## config.mk

```make
export PLATFORM = sky130hd
export DESIGN_NAME = run_pattern_gen_flat
export DESIGN_NICKNAME = d
export VERILOG_FILES = /design/src/rtl/run_pattern_gen_pkg.sv /design/src/rtl/run_pattern_gen_if.sv /design/src/rtl/run_pattern_gen_phase.sv /design/src/rtl/run_pattern_gen.sv /design/src/flat_wrapper.sv
export SDC_FILE = /design/constraint.sdc
export NUM_CORES = 1
export LEC_CHECK = 0
export BUFFER_PORTS_ARGS = -buffer_cell sky130_fd_sc_hd__buf_4
export CAP_MARGIN = 20
export CELL_PAD_IN_SITES_DETAIL_PLACEMENT = 1
export CELL_PAD_IN_SITES_GLOBAL_PLACEMENT = 2
export CORE_ASPECT_RATIO = 1.1
export CORE_MARGIN = 10
export CORE_UTILIZATION = 35
export CTS_CLUSTER_DIAMETER = 60
export CTS_CLUSTER_SIZE = 10
export DETAILED_ROUTE_END_ITERATION = 16
export HOLD_SLACK_MARGIN = 0.08
export PLACE_DENSITY = 0.87
export REMOVE_ABC_BUFFERS = 1
export SLEW_MARGIN = 25
export SYNTH_ARGS = -nofsm -noshare
export SYNTH_HDL_FRONTEND = slang
export SYNTH_SLANG_ARGS = --single-unit
export TNS_END_PERCENT = 10
```

## constraint.sdc

```tcl
create_clock -name clk -period 2.95 [get_ports clk]
set_input_delay 0.1475 -clock clk [delete_from_list [all_inputs] [get_ports clk]]
set_output_delay 0.1475 -clock clk [all_outputs]
set_load 0.05 [all_outputs]
```

## src/rtl/run_pattern_gen_pkg.sv

```systemverilog
// ---------------------------------------------------------------------------
// run_gen_pkg
// Shared types and constants for the run pattern generator and for anything
// that models the consecutive-ones detector (for example a scoreboard).
//   state_t        generator FSM states
//   PH0..PH3       detector phase encoding, number of trailing ones mod 3,
//                  with PH3 meaning "q is high this cycle"
//   GAP_MIN/MAX    legal range of the inter-run gap length
//   GAP_CNT_W      width of the gap counter, sized for GAP_MAX
// ---------------------------------------------------------------------------
package run_gen_pkg;

    typedef enum logic [1:0] {
        ST_IDLE = 2'd0,
        ST_RUN  = 2'd1,
        ST_GAP  = 2'd2
    } state_t;

    localparam logic [1:0] PH0 = 2'b00;
    localparam logic [1:0] PH1 = 2'b01;
    localparam logic [1:0] PH2 = 2'b10;
    localparam logic [1:0] PH3 = 2'b11;

    localparam int GAP_MIN   = 1;
    localparam int GAP_MAX   = 15;
    localparam int GAP_CNT_W = 4;

endpackage

```

## src/rtl/run_pattern_gen_if.sv

```systemverilog
// ---------------------------------------------------------------------------
// run_pattern_gen_if
// Request handshake carrying run lengths into the generator.
//   req_valid  requester has a run length to send
//   req_len    number of consecutive ones, 0 allowed
//   req_ready  generator accepts on this cycle's rising edge
// master = requester side, slave = generator side.
// ---------------------------------------------------------------------------
interface run_pattern_gen_if #(
    parameter int LEN_W = 4
);
    logic             req_valid;
    logic [LEN_W-1:0] req_len;
    logic             req_ready;

    modport master (output req_valid, output req_len, input req_ready);
    modport slave  (input req_valid, input req_len, output req_ready);
endinterface

```

## src/rtl/run_pattern_gen_phase.sv

```systemverilog
// ---------------------------------------------------------------------------
// run_phase_model
// Mirror of the consecutive-ones detector: a 2-bit phase that follows the
// serial bit stream, and the predicted detector output derived from it.
//   clk      rising-edge clock
//   arstn    asynchronous active-low reset, clears the phase to PH0
//   w_i      serial bit currently on the line
//   exp_q_o  predicted detector q for the current cycle
// ---------------------------------------------------------------------------
module run_phase_model
    import run_gen_pkg::*;
(
    input  logic clk,
    input  logic arstn,
    input  logic w_i,
    output logic exp_q_o
);

    logic [1:0] phase_q, phase_d;

    // A one advances the phase; after the third one it wraps to PH1 rather
    // than PH0, so the fourth one already counts toward the next triple.
    always_comb begin
        phase_d = PH0;
        if (w_i) begin
            unique case (phase_q)
                PH0:     phase_d = PH1;
                PH1:     phase_d = PH2;
                PH2:     phase_d = PH3;
                default: phase_d = PH1;
            endcase
        end
    end

    // Phase register
    always_ff @(posedge clk or negedge arstn) begin
        if (!arstn) begin
            phase_q <= PH0;
        end else begin
            phase_q <= phase_d;
        end
    end

    assign exp_q_o = (phase_q == PH3);

endmodule

```

## src/rtl/run_pattern_gen.sv

```systemverilog
// ---------------------------------------------------------------------------
// run_pattern_gen
// Serialises run-length requests as N ones followed by GAP zeros on w_out.
// It also predicts the consecutive-ones detector output (exp_q) so that a
// generator/detector pair can check itself.
//   clk, arstn  clock; asynchronous active-low reset
//   req         slave side of run_pattern_gen_if (valid/len/ready)
//   w_out       serial bit to the detector
//   w_valid     w_out carries run or gap bits
//   busy        FSM not idle
//   done        pulse during the final gap bit of each request
//   exp_q       predicted detector q
// Optional build macro RUN_PATTERN_GEN_STATS_EN adds two saturating 16-bit
// counters: runs_sent (done pulses) and q_hits (cycles with exp_q high).
// ---------------------------------------------------------------------------
module run_pattern_gen
    import run_gen_pkg::*;
#(
    parameter int LEN_W = 4,
    parameter int GAP   = 1
) (
    input  logic               clk,
    input  logic               arstn,
    run_pattern_gen_if.slave   req,
    output logic               w_out,
    output logic               w_valid,
    output logic               busy,
    output logic               done,
    output logic               exp_q
`ifdef RUN_PATTERN_GEN_STATS_EN
    ,
    output logic [15:0]        runs_sent,
    output logic [15:0]        q_hits
`endif
);

    if (GAP < GAP_MIN || GAP > GAP_MAX) begin : g_bad_gap
        $error("run_pattern_gen: GAP must be within 1..15");
    end

    localparam logic [GAP_CNT_W-1:0] GAP_LAST = GAP_CNT_W'(GAP - 1);

    state_t               state_q, state_d;
    logic [LEN_W-1:0]     run_cnt_q, run_cnt_d;
    logic [GAP_CNT_W-1:0] gap_cnt_q, gap_cnt_d;
    logic                 w_out_q, w_valid_q;
    logic                 last_gap;
    logic                 accept;

    // Ready during the last gap bit as well, so back-to-back runs are
    // separated by exactly GAP zeros.
    assign last_gap      = (state_q == ST_GAP) && (gap_cnt_q == GAP_LAST);
    assign req.req_ready = (state_q == ST_IDLE) || last_gap;
    assign accept        = req.req_valid && req.req_ready;

    // Next-state and counter logic. A zero-length request skips RUN and
    // goes straight to the gap.
    always_comb begin
        state_d   = state_q;
        run_cnt_d = run_cnt_q;
        gap_cnt_d = gap_cnt_q;
        unique case (state_q)
            ST_IDLE: begin
                if (accept) begin
                    gap_cnt_d = '0;
                    run_cnt_d = req.req_len;
                    state_d   = (req.req_len != '0) ? ST_RUN : ST_GAP;
                end
            end
            ST_RUN: begin
                if (run_cnt_q == LEN_W'(1)) begin
                    state_d   = ST_GAP;
                    gap_cnt_d = '0;
                end else begin
                    run_cnt_d = run_cnt_q - LEN_W'(1);
                end
            end
            ST_GAP: begin
                if (last_gap) begin
                    gap_cnt_d = '0;
                    if (accept) begin
                        run_cnt_d = req.req_len;
                        state_d   = (req.req_len != '0) ? ST_RUN : ST_GAP;
                    end else begin
                        state_d = ST_IDLE;
                    end
                end else begin
                    gap_cnt_d = gap_cnt_q + GAP_CNT_W'(1);
                end
            end
            default: state_d = ST_IDLE;
        endcase
    end

    // State, counters and registered line outputs. The outputs are taken
    // from the next state so they line up with the state they describe.
    always_ff @(posedge clk or negedge arstn) begin
        if (!arstn) begin
            state_q   <= ST_IDLE;
            run_cnt_q <= '0;
            gap_cnt_q <= '0;
            w_out_q   <= 1'b0;
            w_valid_q <= 1'b0;
        end else begin
            state_q   <= state_d;
            run_cnt_q <= run_cnt_d;
            gap_cnt_q <= gap_cnt_d;
            w_out_q   <= (state_d == ST_RUN);
            w_valid_q <= (state_d != ST_IDLE);
        end
    end

    assign w_out   = w_out_q;
    assign w_valid = w_valid_q;
    assign busy    = (state_q != ST_IDLE);
    assign done    = last_gap;

    run_phase_model u_phase (
        .clk     (clk),
        .arstn   (arstn),
        .w_i     (w_out_q),
        .exp_q_o (exp_q)
    );

`ifdef RUN_PATTERN_GEN_STATS_EN
    logic [15:0] runs_sent_q, q_hits_q;

    // Saturating event counters
    always_ff @(posedge clk or negedge arstn) begin
        if (!arstn) begin
            runs_sent_q <= '0;
            q_hits_q    <= '0;
        end else begin
            if (last_gap && runs_sent_q != 16'hFFFF) begin
                runs_sent_q <= runs_sent_q + 16'd1;
            end
            if (exp_q && q_hits_q != 16'hFFFF) begin
                q_hits_q <= q_hits_q + 16'd1;
            end
        end
    end

    assign runs_sent = runs_sent_q;
    assign q_hits    = q_hits_q;
`endif

endmodule
```

## src/flat_wrapper.sv

```systemverilog
// flat-port wrapper written by rule: the top's interface ports become plain ports
module run_pattern_gen_flat import run_gen_pkg::*;
#(
    parameter int LEN_W = 4,
    parameter int GAP   = 1
)
  (clk, arstn, w_out, w_valid, busy, done, exp_q, req_req_valid, req_req_len, req_req_ready);
  run_pattern_gen_if #(.LEN_W(LEN_W)) req_i ();
  input  logic clk;
  input  logic arstn;
  output logic w_out;
  output logic w_valid;
  output logic busy;
  output logic done;
  output logic exp_q;
  input wire logic [$bits(req_i.req_valid)-1:0] req_req_valid;
  input wire logic [$bits(req_i.req_len)-1:0] req_req_len;
  output wire logic [$bits(req_i.req_ready)-1:0] req_req_ready;
  assign req_i.req_valid = req_req_valid;
  assign req_i.req_len = req_req_len;
  assign req_req_ready = req_i.req_ready;
  run_pattern_gen #(.LEN_W(LEN_W), .GAP(GAP)) u_core (.clk(clk), .arstn(arstn), .req(req_i), .w_out(w_out), .w_valid(w_valid), .busy(busy), .done(done), .exp_q(exp_q));
endmodule
```

**After elaboration in Yosys (flattened, before gate mapping)**

Cells that the tools add are included.

- ROM bits: 0
- Input port bits: 7
- Register bits after elaboration: 14
- Bits in writable memories: 0
- Output and inout bits: 6
- Word-level logic and storage cells: 46
- Memories: 0
- Bits in latches: 0

- Div/mod/pow operators: 0
- $mul: 0
- Shifts and indexed selects: 0
- Bitwise logic cells: 0
- Reduce and logical (&&, ||, !) cells: 11
- Equality and inequality tests: 11
- Muxes and demuxes: 16
- Add/subtract/negate cells: 2
- Magnitude comparators: 0

Operators by type and width:

| kind | number |
|---|---|
| 2-to-1 mux 4 bit | 6 |
| one-hot mux 4 bit (3 select lines) | 2 |
| 2-to-1 mux 2 bit | 6 |
| == test 2 x 1 -> 1 bit, second input constant | 3 |
| == test 2 bit, second input constant | 3 |
| != test 2 x 1 -> 1 bit, second input constant | 3 |
| one-hot mux 2 bit (3 select lines) | 1 |
| AND reduction 3 bit | 2 |
| adder 4 x 1 -> 4 bit, second input constant | 1 |
| == test 4 x 1 -> 1 bit, second input constant | 1 |
| logical NOT 4 bit | 1 |
| one-hot mux 2 bit (2 select lines) | 1 |
| nonzero test 2 bit | 2 |
| nonzero test 4 bit | 1 |
| subtractor 4 x 1 -> 4 bit, second input constant | 1 |
| nonzero test 3 bit | 1 |
| logical AND 1 bit | 2 |
| logical NOT 2 bit | 1 |
| != test 2 bit, second input constant | 1 |
| logical OR 1 bit | 1 |

**Depth between registers and ports, before layout**

- Word-level depth: 8
- Mapped depth: 6
- Mapped depth without buffers: 6

**By module**

From an unflattened synthesis, not the netlist that was laid out.

- Cells, all modules: 84
- Area, all modules: 837.1 µm²

By module, submodules not included:

| module | area each (µm²) | times used | cells an instance | seq. area each (µm²) |
|---|---|---|---|---|
| run_pattern_gen | 730.7 | 1 | 77 | 300.3 |
| run_phase_model | 106.4 | 1 | 7 | 50.0 |

**Least setup slack after synthesis**

No wires, ideal clock.

- Path type: flip-flop to output port
- From: register u_core.gap_cnt_q[0]
- To: output req_req_ready
- Slack: 1.012 ns
- Path buffers: 0
- Data required time: 2.803 ns
- Stages on the path, launching flop included: 6
- Data arrival time: 1.790 ns
- Path through: dfrtp_1 > inv_1 > ha_1 > or3b_4 > and2_1 > nor2_1

- Cells in the longest elaborated chain, start to end: 3

RTL lines:

| element | line | source |
|---|---|---|
| from (decl) | run_pattern_gen.sv:45 | `logic [GAP_CNT_W-1:0] gap_cnt_q, gap_cnt_d;` |
| from (signal assigned) | run_pattern_gen.sv:107 | `gap_cnt_q <= gap_cnt_d;` |
| logical NOT 4 bit | run_pattern_gen.sv:52 | `assign last_gap = (state_q == ST_GAP) && (gap_cnt_q == GAP_LAST);` |
| logical AND 1 bit | run_pattern_gen.sv:52 |  |
| logical OR 1 bit | run_pattern_gen.sv:53 | `assign req.req_ready = (state_q == ST_IDLE) \|\| last_gap;` |
| to (decl) | flat_wrapper.sv:18 | `output wire logic [$bits(req_i.req_ready)-1:0] req_req_ready;` |

No other way between the ends.

**Final worst setup path**

Ends and elaborated chain as after synthesis.

==> flow_metrics.tcl <==
set metrics [dict create \
    preCtsSetupSlack_ns 1.13 \
    timing.fmax_mhz 513 \
    min_path_cells 3 \
    drt-initial-drc-count 14 \
    r2r_cells 6 \
    portBuffers 12 \
    cp-start-kind "flop" \
    ys.flop_type "dfrtp_1" \
    ant_nets 0 \
    finalWirelength_mm 1.72 \
    initial_utilization 0.371 \
    intPower_w 0.000468 \
    final_util 0.450 \
    p_sw_frac 0.447 \
    finalHoldViolCount 0 \
    fin_crit_ns 1.95 \
    yosysTopAreaCell "dfrtp_1" \
    setup_viol 0 \
    cts-buffers-inserted 3 \
    wire_per_inst_um 14.2 \
    tightest_slew_ns 0.473 \
    avgViaCountPerCell 5.17 \
    die_h_um 68.8 \
    drc 0 \
    seqCellArea_um2 350 \
    rows 17 \
    endpoint_kind "output pin" \
    dp_hpwl_mm 1.33 \
    synth_seq_area_share 0.463 \
    synth_top_area_share 0.463 \
    syn2layout_area_growth_pct 21.5 \
    grt_usage 0.0846 \
    final_cells 121 \
    vdd_drop_max_mv 0.529 \
    multi_input_comb_area_um2 375 \
    dieArea_um2 4420 \
    grt_max_degree 15 \
    powerDensity_nw_per_um2 920 \
    rsz0062_at_grt "false" \
    min_to "u_core.run_cnt_q[3]$_DFFE_PN0P_" \
    cts.sinks 14 \
    critPathKind "flop to output pin" \
    nets 107 \
    cts_tree "built" \
    synthTopCellsByArea "dfrtp_1, ha_1, nor2b_1" \
    clkTransAtPathRegs_ns 0.09 \
    hold_ws_ns 0.136 \
    regToRegStartpoint "u_core.gap_cnt_q[0]$_DFFE_PN0P_" \
    p_comb_frac 0.464 \
    p_leak_nw 0.419 \
    grt_pass1_vias 637 \
    clockBufferDepth 2 \
    worst_slack_ns 1.00 \
    min_from "req_req_len[3]" \
    synth_edf_count 0 \
    syn_inst 78 \
    place.gp.congestion 0.846 \
    dr_total_vias 626 \
    power.share.clock 0.165 \
    grt_pass1_wl_mm 2.97 \
    core_area_um2 2040 \
    status "finished, final reports clean" \
    antenna_found_initial 0 \
    drv_cap 0 \
    drtPass1Iterations 3 \
    setup_tns_ns 0 \
    root_buffer "clkbuf_4" \
    antennaDiodeCount 0 \
    seqPwrFrac 0.370 \
    period_share 0.660 \
    finClkSkew_ns 0.00333 \
    yosys.cell_types.count 29 \
    rrSetupSlack_ns 1.10 \
    async_flop_share 1.00 \
    hp-class "input port to flop" \
    worstPathRequired_ns 2.80 \
    ys_warn_count 0 \
    nFillCells 256 \
    synth_most_common_cell "dfrtp_1" \
    p_switching_w 0.000378 \
    syn-mean-instance-area_um2 9.70 \
    dieWidth_um 64.3 \
    r2r-end "u_core.run_cnt_q[2]$_DFFE_PN0P_" \
    clkLatencyLatePin_ns 0.28 \
    layout-drive-gt1-share 0.204 \
    dp.cells 116 \
    cts_setup_buffers 0 \
    syn-cell-area_um2 757 \
    relSlewSlack 0.681 \
    ios 13 \
    cts_max_level 1 \
    gr-total-overflow 0 \
    drv_slew 0 \
    synth-seq-cells 14 \
    crit_arrival_ns 1.80 \
    path_max_fanout 5 \
]
worst max path at each step:
stage | start | endpoint | slack (ns) | cells after the start
6_report | u_core.gap_cnt_q[0]$_DFFE_PN0P_ | req_req_ready | 1.00 | 6
5_1_grt | u_core.gap_cnt_q[0]$_DFFE_PN0P_ | req_req_ready | 0.86 | 6
4_1_cts | u_core.gap_cnt_q[0]$_DFFE_PN0P_ | req_req_ready | 0.99 | 6
3_5_place_dp | u_core.gap_cnt_q[0]$_DFFE_PN0P_ | u_core.run_cnt_q[3]$_DFFE_PN0P_ | 1.13 | 6
3_3_place_gp | u_core.gap_cnt_q[0]$_DFFE_PN0P_ | u_core.run_cnt_q[2]$_DFFE_PN0P_ | 1.16 | 6
2_1_floorplan | u_core.gap_cnt_q[0]$_DFFE_PN0P_ | req_req_ready | 1.01 | 5
layer usage:
metal / global-route usage / part of all wire
met1: 0.102 / 0.47
met2: 0.133 / 0.49
met3: 0.0306 / 0.038
met4: 0.0401 / 0.0052
met5: 0 / 0
layout make-up:
| class | instances | area share |
|---|---|---|
| inverters | 6 | 0.0245 |
| flip-flops and latches | 14 | 0.381 |
| clock buffers | 4 | 0.0395 |
| repair buffers | 13 | 0.109 |
| well taps | 28 | 0.0381 |
| multi-input cells | 56 | 0.408 |
layout by cell type (no fill, tap or decap), drive strengths merged, types with 2 or more instances in the layout:
| master | count |
|---|---|
| buf | 12 |
| ha | 6 |
| a22o | 2 |
| dfrtp | 14 |
| clkbuf | 4 |
| nor2 | 6 |
| inv | 6 |
| or3b | 2 |
| nand2b | 2 |
| o31ai | 2 |
| nand2 | 6 |
| nor2b | 5 |
| nand3 | 4 |
| a311oi | 2 |
| o21ai | 6 |
critical path, cell delays in order, from the launching register on:
cell	delay, ns
dfrtp_1	0.43
inv_1	0.07
ha_1	0.13
or3b_4	0.40
and2_1	0.20
nor2_1	0.09
buf_4	0.20
cells by family (layout without fill, tap and decap cells):
| family | after synthesis | after routing | synth area share |
|---|---|---|---|
| flops | 14 | 14 | 0.463 |
| buf+inv | 8 | 23 | 0.0413 |
| simple gates | 30 | 30 | 0.212 |
| xor+xnor | 1 | 1 | 0.0116 |
| fa+ha+maj | 6 | 6 | 0.0992 |
| compound gates | 19 | 19 | 0.174 |
power groups by stage:
stage	logic, W	clock network [W]	registers [W]
floorplan	0.000248	0	0.000341
global placement	0.000387	0	0.000316
detailed placement	0.000399	0	0.000318
CTS	0.000401	0.000142	0.000315
global route	0.000438	0.000155	0.000325
finish	0.000393	0.000140	0.000313
stage by stage:
stage	cell area [um2]	total power [W]
floorplan	748	0.000589
global placement	873	0.000703
detailed placement	873	0.000717
CTS	920	0.000857
global route	920	0.000918
finish	920	0.000846
registers in the layout (all words and copies together), names as in the netlist:
register and flops:
u_core.w_valid 1, u_core.run_cnt_q 4, u_core.gap_cnt_q 4, u_core.w_out 1, u_core.u_phase.phase_q 2, u_core.state_q 2
repair_timing:
action	4_1_cts	5_1_grt
setup endpoints to repair	0	0
hold endpoints to repair	14	0
resized for setup	0	0
hold buffers	1	0
Note: power is estimated with default switching activity, not from simulation.
